### src/rtl/aes_block_sequencer.sv
// Sequences one AES job of LEN 128-bit blocks: word stacker -> AES core -> output port.
// Optional build macro AES_SEQ_PERF_EN adds cyc_cnt_o, a saturating busy-cycle counter.
module aes_block_sequencer #(
  parameter int unsigned LEN_W = 16
) (
  input  logic             clk_i,
  input  logic             rst_i,
  input  logic             start_i,
  input  logic             abort_i,
  input  logic [LEN_W-1:0] len_i,
  output logic             stk_clr_o,
  output logic             stk_en_o,
  input  logic             stk_valid_i,
  output logic             stk_ready_o,
  output logic             core_valid_o,
  input  logic             core_ready_i,
  input  logic             core_done_i,
  output logic             out_valid_o,
  input  logic             out_ready_i,
  output logic             busy_o,
  output logic             done_o,
`ifdef AES_SEQ_PERF_EN
  output logic [LEN_W-1:0] blk_cnt_o,
  output logic [31:0]      cyc_cnt_o
`else
  output logic [LEN_W-1:0] blk_cnt_o
`endif
);

  typedef enum logic [2:0] {
    S_IDLE,
    S_CLR,
    S_FETCH,
    S_WAIT,
    S_OUT,
    S_DONE
  } state_e;

  state_e           state_q, state_d;
  logic [LEN_W-1:0] len_q, len_d;
  logic [LEN_W-1:0] blk_cnt_q, blk_cnt_d;

  always_ff @(posedge clk_i or posedge rst_i) begin
    if (rst_i) begin
      state_q   <= S_IDLE;
      len_q     <= '0;
      blk_cnt_q <= '0;
    end else begin
      state_q   <= state_d;
      len_q     <= len_d;
      blk_cnt_q <= blk_cnt_d;
    end
  end

  always_comb begin
    state_d      = state_q;
    len_d        = len_q;
    blk_cnt_d    = blk_cnt_q;
    stk_clr_o    = 1'b0;
    stk_en_o     = 1'b0;
    stk_ready_o  = 1'b0;
    core_valid_o = 1'b0;
    out_valid_o  = 1'b0;
    done_o       = 1'b0;

    unique case (state_q)
      S_IDLE: begin
        if (start_i) begin
          state_d   = S_CLR;
          len_d     = len_i;
          blk_cnt_d = '0;
        end
      end
      S_CLR: begin
        stk_clr_o = 1'b1;
        state_d   = (len_q == '0) ? S_DONE : S_FETCH;
      end
      S_FETCH: begin
        stk_en_o     = 1'b1;
        core_valid_o = stk_valid_i;
        stk_ready_o  = core_ready_i;
        if (stk_valid_i && core_ready_i) state_d = S_WAIT;
      end
      S_WAIT: begin
        stk_en_o = 1'b1;
        if (core_done_i) state_d = S_OUT;
      end
      S_OUT: begin
        stk_en_o    = 1'b1;
        out_valid_o = 1'b1;
        if (out_ready_i) begin
          blk_cnt_d = blk_cnt_q + LEN_W'(1);
          state_d   = (blk_cnt_d == len_q) ? S_DONE : S_FETCH;
        end
      end
      S_DONE: begin
        done_o  = 1'b1;
        state_d = S_IDLE;
      end
      default: state_d = S_IDLE;
    endcase

    // Abort suppresses every handshake so no block or count update escapes this cycle.
    if (abort_i && (state_q != S_IDLE)) begin
      state_d      = S_IDLE;
      len_d        = len_q;
      blk_cnt_d    = blk_cnt_q;
      stk_clr_o    = 1'b1;
      stk_ready_o  = 1'b0;
      core_valid_o = 1'b0;
      out_valid_o  = 1'b0;
      done_o       = 1'b0;
    end
  end

  assign busy_o    = (state_q != S_IDLE);
  assign blk_cnt_o = blk_cnt_q;

`ifdef AES_SEQ_PERF_EN
  logic [31:0] cyc_q, cyc_d;

  always_comb begin
    cyc_d = cyc_q;
    if ((state_q == S_IDLE) && start_i) begin
      cyc_d = '0;
    end else if ((state_q != S_IDLE) && (cyc_q != 32'hFFFF_FFFF)) begin
      cyc_d = cyc_q + 32'd1;
    end
  end

  always_ff @(posedge clk_i or posedge rst_i) begin
    if (rst_i) cyc_q <= '0;
    else       cyc_q <= cyc_d;
  end

  assign cyc_cnt_o = cyc_q;
`endif

endmodule

### config.mk
export PLATFORM = sky130hd
export DESIGN_NAME = aes_block_sequencer
export DESIGN_NICKNAME = d
export VERILOG_FILES = /design/src/rtl/aes_block_sequencer.sv
export SDC_FILE = /design/constraint.sdc
export NUM_CORES = 1
export LEC_CHECK = 0
export BUFFER_PORTS_ARGS = -buffer_cell sky130_fd_sc_hd__clkbuf_2
export CAP_MARGIN = 20
export CORE_ASPECT_RATIO = 1.1
export CORE_MARGIN = 3
export CORE_UTILIZATION = 49
export DETAILED_ROUTE_END_ITERATION = 12
export GPL_ROUTABILITY_DRIVEN = 1
export MAX_ROUTING_LAYER = met4
export PLACE_DENSITY = 0.76
export SETUP_SLACK_MARGIN = 0.5
export SLEW_MARGIN = 20
export SYNTH_ARGS = -nofsm -noshare
export SYNTH_HDL_FRONTEND = slang
export SYNTH_SLANG_ARGS = --single-unit
### constraint.sdc
create_clock -name clk_i -period 2.17 [get_ports clk_i]
set_input_delay 0.434 -clock clk_i [delete_from_list [all_inputs] [get_ports clk_i]]
set_output_delay 0.434 -clock clk_i [all_outputs]
set_load 0.05 [all_outputs]
---- Yosys cells after proc, flatten, opt, wreduce, memory -nomap -nowiden ----
Cells that the tools add are included.
cells by class
  $add $sub $neg .......................... 1
  eq/ne operators ......................... 12
  multiplexer cells ....................... 22
  bitwise gates (word level) .............. 1
  reductions and logical operators ........ 10
operators with widths
  operator                                             count
  two-way mux 16 bit                                   2
  case mux 16 bit (2 select lines)                     1
  two-way mux 3 bit                                    7
  adder 16 x 1 -> 16 bit, second input constant        1
  equality test 16 bit                                 1
  logical NOT 16 bit                                   1
  case mux 3 bit (5 select lines)                      1
  != test 3 bit, second input constant                 4
  two-way mux 1 bit                                    11
  AND reduction 4 bit                                  2
  equality test 3 x 2 -> 1 bit, second input constant  2
  equality test 3 bit, second input constant           2
  != test 2 bit, second input constant                 2
  equality test 3 x 1 -> 1 bit, second input constant  1
  logical NOT 3 bit                                    1
  AND reduction 3 bit                                  1
  nonzero test 3 bit                                   1
  OR reduction 3 bit                                   1
  logical AND 1 bit                                    2
  nonzero test 2 bit                                   1
  inverter 1 bit                                       1
word-level totals
  flip-flop bits (word level) ............. 35
  input bits .............................. 24
  output and inout bits ................... 23
  word-level logic and storage cells ...... 49

---- Logic depth before layout (Yosys ltp) ----
  word-level depth ........................ 6
  mapped depth ............................ 9
  mapped depth without buffers ............ 7

---- Worst setup path after synthesis ----
OpenSTA, ideal clock, no wires.
  path type ............................... reg-to-reg
  start ................................... register blk_cnt_q[0], in the netlist blk_cnt_o[0]
  end ..................................... register state_q[1]
  data arrival time ....................... 2.270 ns
  data required time ...................... 2.049 ns
  path slack .............................. -0.221 ns
  stages on the path, launching flop included .. 8
  buffers on the path ..................... 0
  clock period less this slack ............ 2.391 ns
  cell sequence ........................... dfrtp_1 -> ha_1 -> nand3_1 -> nor3_1 -> xnor2_1 -> nor4_1 -> nand4_1 -> a22o_1
on the way
  cells in the longest elaborated chain, start to end .. 6
RTL lines
  element                          line  source
  start, declared                  41    logic [LEN_W-1:0] blk_cnt_q, blk_cnt_d;
  start signal, assigned           51    blk_cnt_q <= blk_cnt_d;
  adder 16 x 1 -> 16 bit           92    blk_cnt_d = blk_cnt_q + LEN_W'(1);
  equality test 16 bit             93    state_d = (blk_cnt_d == len_q) ? S_DONE : S_FETCH;
  two-way mux 3 bit                93
  two-way mux 3 bit                91    if (out_ready_i) begin
  case mux 3 bit (5 select lines)  66    unique case (state_q)
  two-way mux 3 bit                104   if (abort_i && (state_q != S_IDLE)) begin
  end signal, assigned             49    state_q <= state_d;
  end, declared                    39    state_e state_q, state_d;
Every way passes these cells. The select of a mux whose other input is x is not followed.
A chain may end at the register's enable or synchronous reset.

---- Final worst setup path ----
Same ends and word-level chain as after synthesis.

==> key figures <==
Critical path
  – Slowest cell on crit path: dfrtp_4
  – Slowest Stage Delay on Critical Path: 490 ps
  – Crit start category: register
  – Critical path class: reg2reg
  – Worst-path fanout max: 6
  – Cells along the critical path: ha_4, nand3_4, nor2_1, or3b_2, a21oi_2, nand4_1, a22o_1
  – Critical Path RT: 2350 ps
  – Critical Path Sink Type: register
  – Arr. time, crit path: 2280 ps

STA
  – Worst clock skew: approximately 8.3 ps
  – Setup tns final: 0 ps
  – Slack of the critical path: between 70 and 80 ps
  – Achievable Freq: 477 MHz
  – Hold Vio Cnt, Final: 0
  – Final-report setup violation count: 0
  – Fin crit share: roughly 97%
  – Slew headroom: between 60% and 70%
  – Slew @ Worst Pin: 448 ps
  – Hold WS: around 210 ps
  – Period minus WS final: 2100 ps
  – Slew Viols, Final: 0
  – RSZ-0062 raised after global routing: yes

Drt
  – Via count: 2091
  – Via density: approximately 5.9
  – DR pass1 iterations: 4
  – Detailed-route wire length per cell: 17.5 um
  – Drt initial violations: ~140
  – DRC Markers: 0
  – DRT antenna net count: 0
  – Routed WL: roughly 6.2 mm

Cells and area
  – Most frequent cells in the layout: 42 x clkbuf_2, 23 x nand2_1, 21 x dfrtp_1
  – N_diodes: 0
  – Commonest non-fill, non-tap cell in the layout: clkbuf_2
  – Final net count: 325
  – Filler Cell Count: 267
  – Final core occ: 74.9%
  – Area Overhead vs Synth: 40.6%
  – Design area: 3100 um2
  – Share of layout cells above drive strength 1: 48.2%

Placed design
  – Placed cell area: 2660 um2
  – PortBufs: 46
  – Worst slack at placement: 56.4 ps
  – Hpwl dp: 4.05 mm
  – Placer Congestion: 0.913

Clock network
  – Clk slew on worst S/H paths: 80 ps
  – H-tree level count: 2
  – Clk buf depth: 2
  – Worst-Skew Late Latency: 290 ps
  – Hold buffers post-CTS: 0
  – Root Buffer Master: clkbuf_8
  – CTS Buf Count: 5
  – CTS tree: done
  – CTS Sinks: 35

Min path
  – Hold Path Class: in2async

Synth
  – Syn Area/Cell: around 9.4 um2
  – Synth top area share: between 30% and 40%
  – Synth top area cells: dfrtp_1 40%, mux2_2 8.2%, xnor2_1 7.1%
  – Cells after Synth: 235
  – #FFs+latches synth: 35
  – Async S/R FF share, synth: 100%
  – Syn_nets: 260
  – Unique masters post-synth: 44
  – Sequential area share after synthesis: roughly two fifths
  – Post-synth EDFFs: 0
  – Top FF cell, synth: dfrtp_1
  – Syn. warnings: 0
  – Cell taking the most area after synthesis: dfrtp_1
  – Synthesized area: 2210 um2

Run status
  – Status: complete, no violations

Floorplan
  – # rows: 24
  – Die ar.: 5350 um2
  – Core area: 4140 um2
  – IO Count: 47
  – Die Ht: 76.4 um
  – Initial Util: 53.3%
  – Chip width: 70.0 um

Power and ir drop
  – Leak pwr: between 1 and 1.5 nW
  – Peak supply drop: 723 uV
  – PD cells: 1090 nW/um2

Global routing
  – Global-route wire length before repair: 9.01 mm
  – All-Layer GR Usage: between 20 and 25%
  – Initial antenna violation count: 0
  – Largest net degree at the start of global routing: 36
  – Gr ovfl total: 0
  – Vias in the first global route: approximately 1.8k

Run
  – Number of max-cap violations: 0
==> critical path, delay by kind of cell, from the launching register on <==
kind            cells  cell delay, ps
simple gates        4             870
fa+ha+maj           1             190
flops               1             490
compound gates      2             420
==> worst paths after layout <==
path / from / end / slack, ps / depth (start not counted)
min reg2reg: len_q[13] / len_q[13] / 560 / 1
max reg2reg: blk_cnt_o[0] / state_q[1] / 70 / 7
min: rst_i / blk_cnt_o[13] / 210 / 3
max: blk_cnt_o[0] / state_q[1] / 70 / 7
min in group clk_i: len_i[9] / len_q[9] / 340 / 3
max in group asynchronous: rst_i / blk_cnt_o[0] / 1600 / 3
==> area by class of cell <==
type | instances | area, um2 | area share (%)
clock buffer | 5 | 68.8 | 2.22
clock inverter | 3 | 67.6 | 2.18
inverter | 6 | 25.0 | 0.806
multi-input combinational | 180 | 1480 | 47.6
sequential | 35 | 896 | 28.9
tap | 52 | 65.1 | 2.10
timing repair buffer | 72 | 503 | 16.2
==> metrics by stage <==
| stage | power [mW] | std cells |
|---|---|---|
| after floorplan | 2.13 | 235 |
| after global placement | 2.32 | 328 |
| after detailed placement | 2.34 | 328 |
| after CTS | 3.09 | 336 |
| after global routing | 3.54 | 353 |
| final | 3.37 | 353 |
==> registers in the layout (all words and copies together), names as in the netlist <==
register and cells:
blk_cnt_o 16, len_q 16, state_q 3
==> routing by layer <==
layer / wire length, um / track usage [%] / vias up
li1: - / - / 984
met1: 2470 / 28.0 / 1002
met2: 3110 / 33.1 / 93
met3: 472 / 4.88 / 12
met4: 108 / 7.47 / 0
met5: 0 / - / -
==> power breakdown <==
group | total (mW) | switching, mW | internal (mW)
combinational | 1.58 | 0.740 | 0.841
clock | 0.711 | 0.253 | 0.458
sequential | 1.08 | 0.244 | 0.834
total | 3.37 | 1.24 | 2.13
==> synthesized netlist by cell type, types with 2 or more instances <==
| cell | n |
|---|---|
| a211oi_1 | 3 |
| a21oi_1 | 5 |
| a22o_1 | 3 |
| a22oi_1 | 2 |
| and3_1 | 6 |
| and4_1 | 2 |
| and4b_1 | 2 |
| buf_2 | 7 |
| buf_4 | 2 |
| clkbuf_1 | 5 |
| dfrtp_1 | 35 |
| inv_1 | 6 |
| mux2_2 | 16 |
| nand2_1 | 24 |
| nand2b_1 | 2 |
| nand3_1 | 7 |
| nand4_1 | 2 |
| nand4_2 | 2 |
| nor2_1 | 16 |
| nor2b_1 | 4 |
| nor3_1 | 5 |
| nor4_1 | 5 |
| nor4_2 | 2 |
| o21ai_0 | 25 |
| o22ai_1 | 2 |
| o31ai_1 | 6 |
| xnor2_1 | 18 |
| xor2_1 | 5 |
==> timing repair <==
action,4_1_cts,5_1_grt
cloned,0,2
pin swaps,4,8
gates resized for setup,10,25
endpoints found under the setup margin,41,42
buffers inserted,0,15
==> cells by family (layout without fill, tap and decap cells) <==
kind of cell,count (synthesis),count (layout),synth area share [%]
and+or+nand+nor,86,86,22.6
AOI/OAI and AO/OA,53,53,15.3
DFF,35,35,39.7
xor gates and xnor gates,23,23,9.13
buffers and inverters,20,86,4.14
muxes,17,17,8.62
adders and majority gates,1,1,0.567
(Power assumes the default switching activity.)
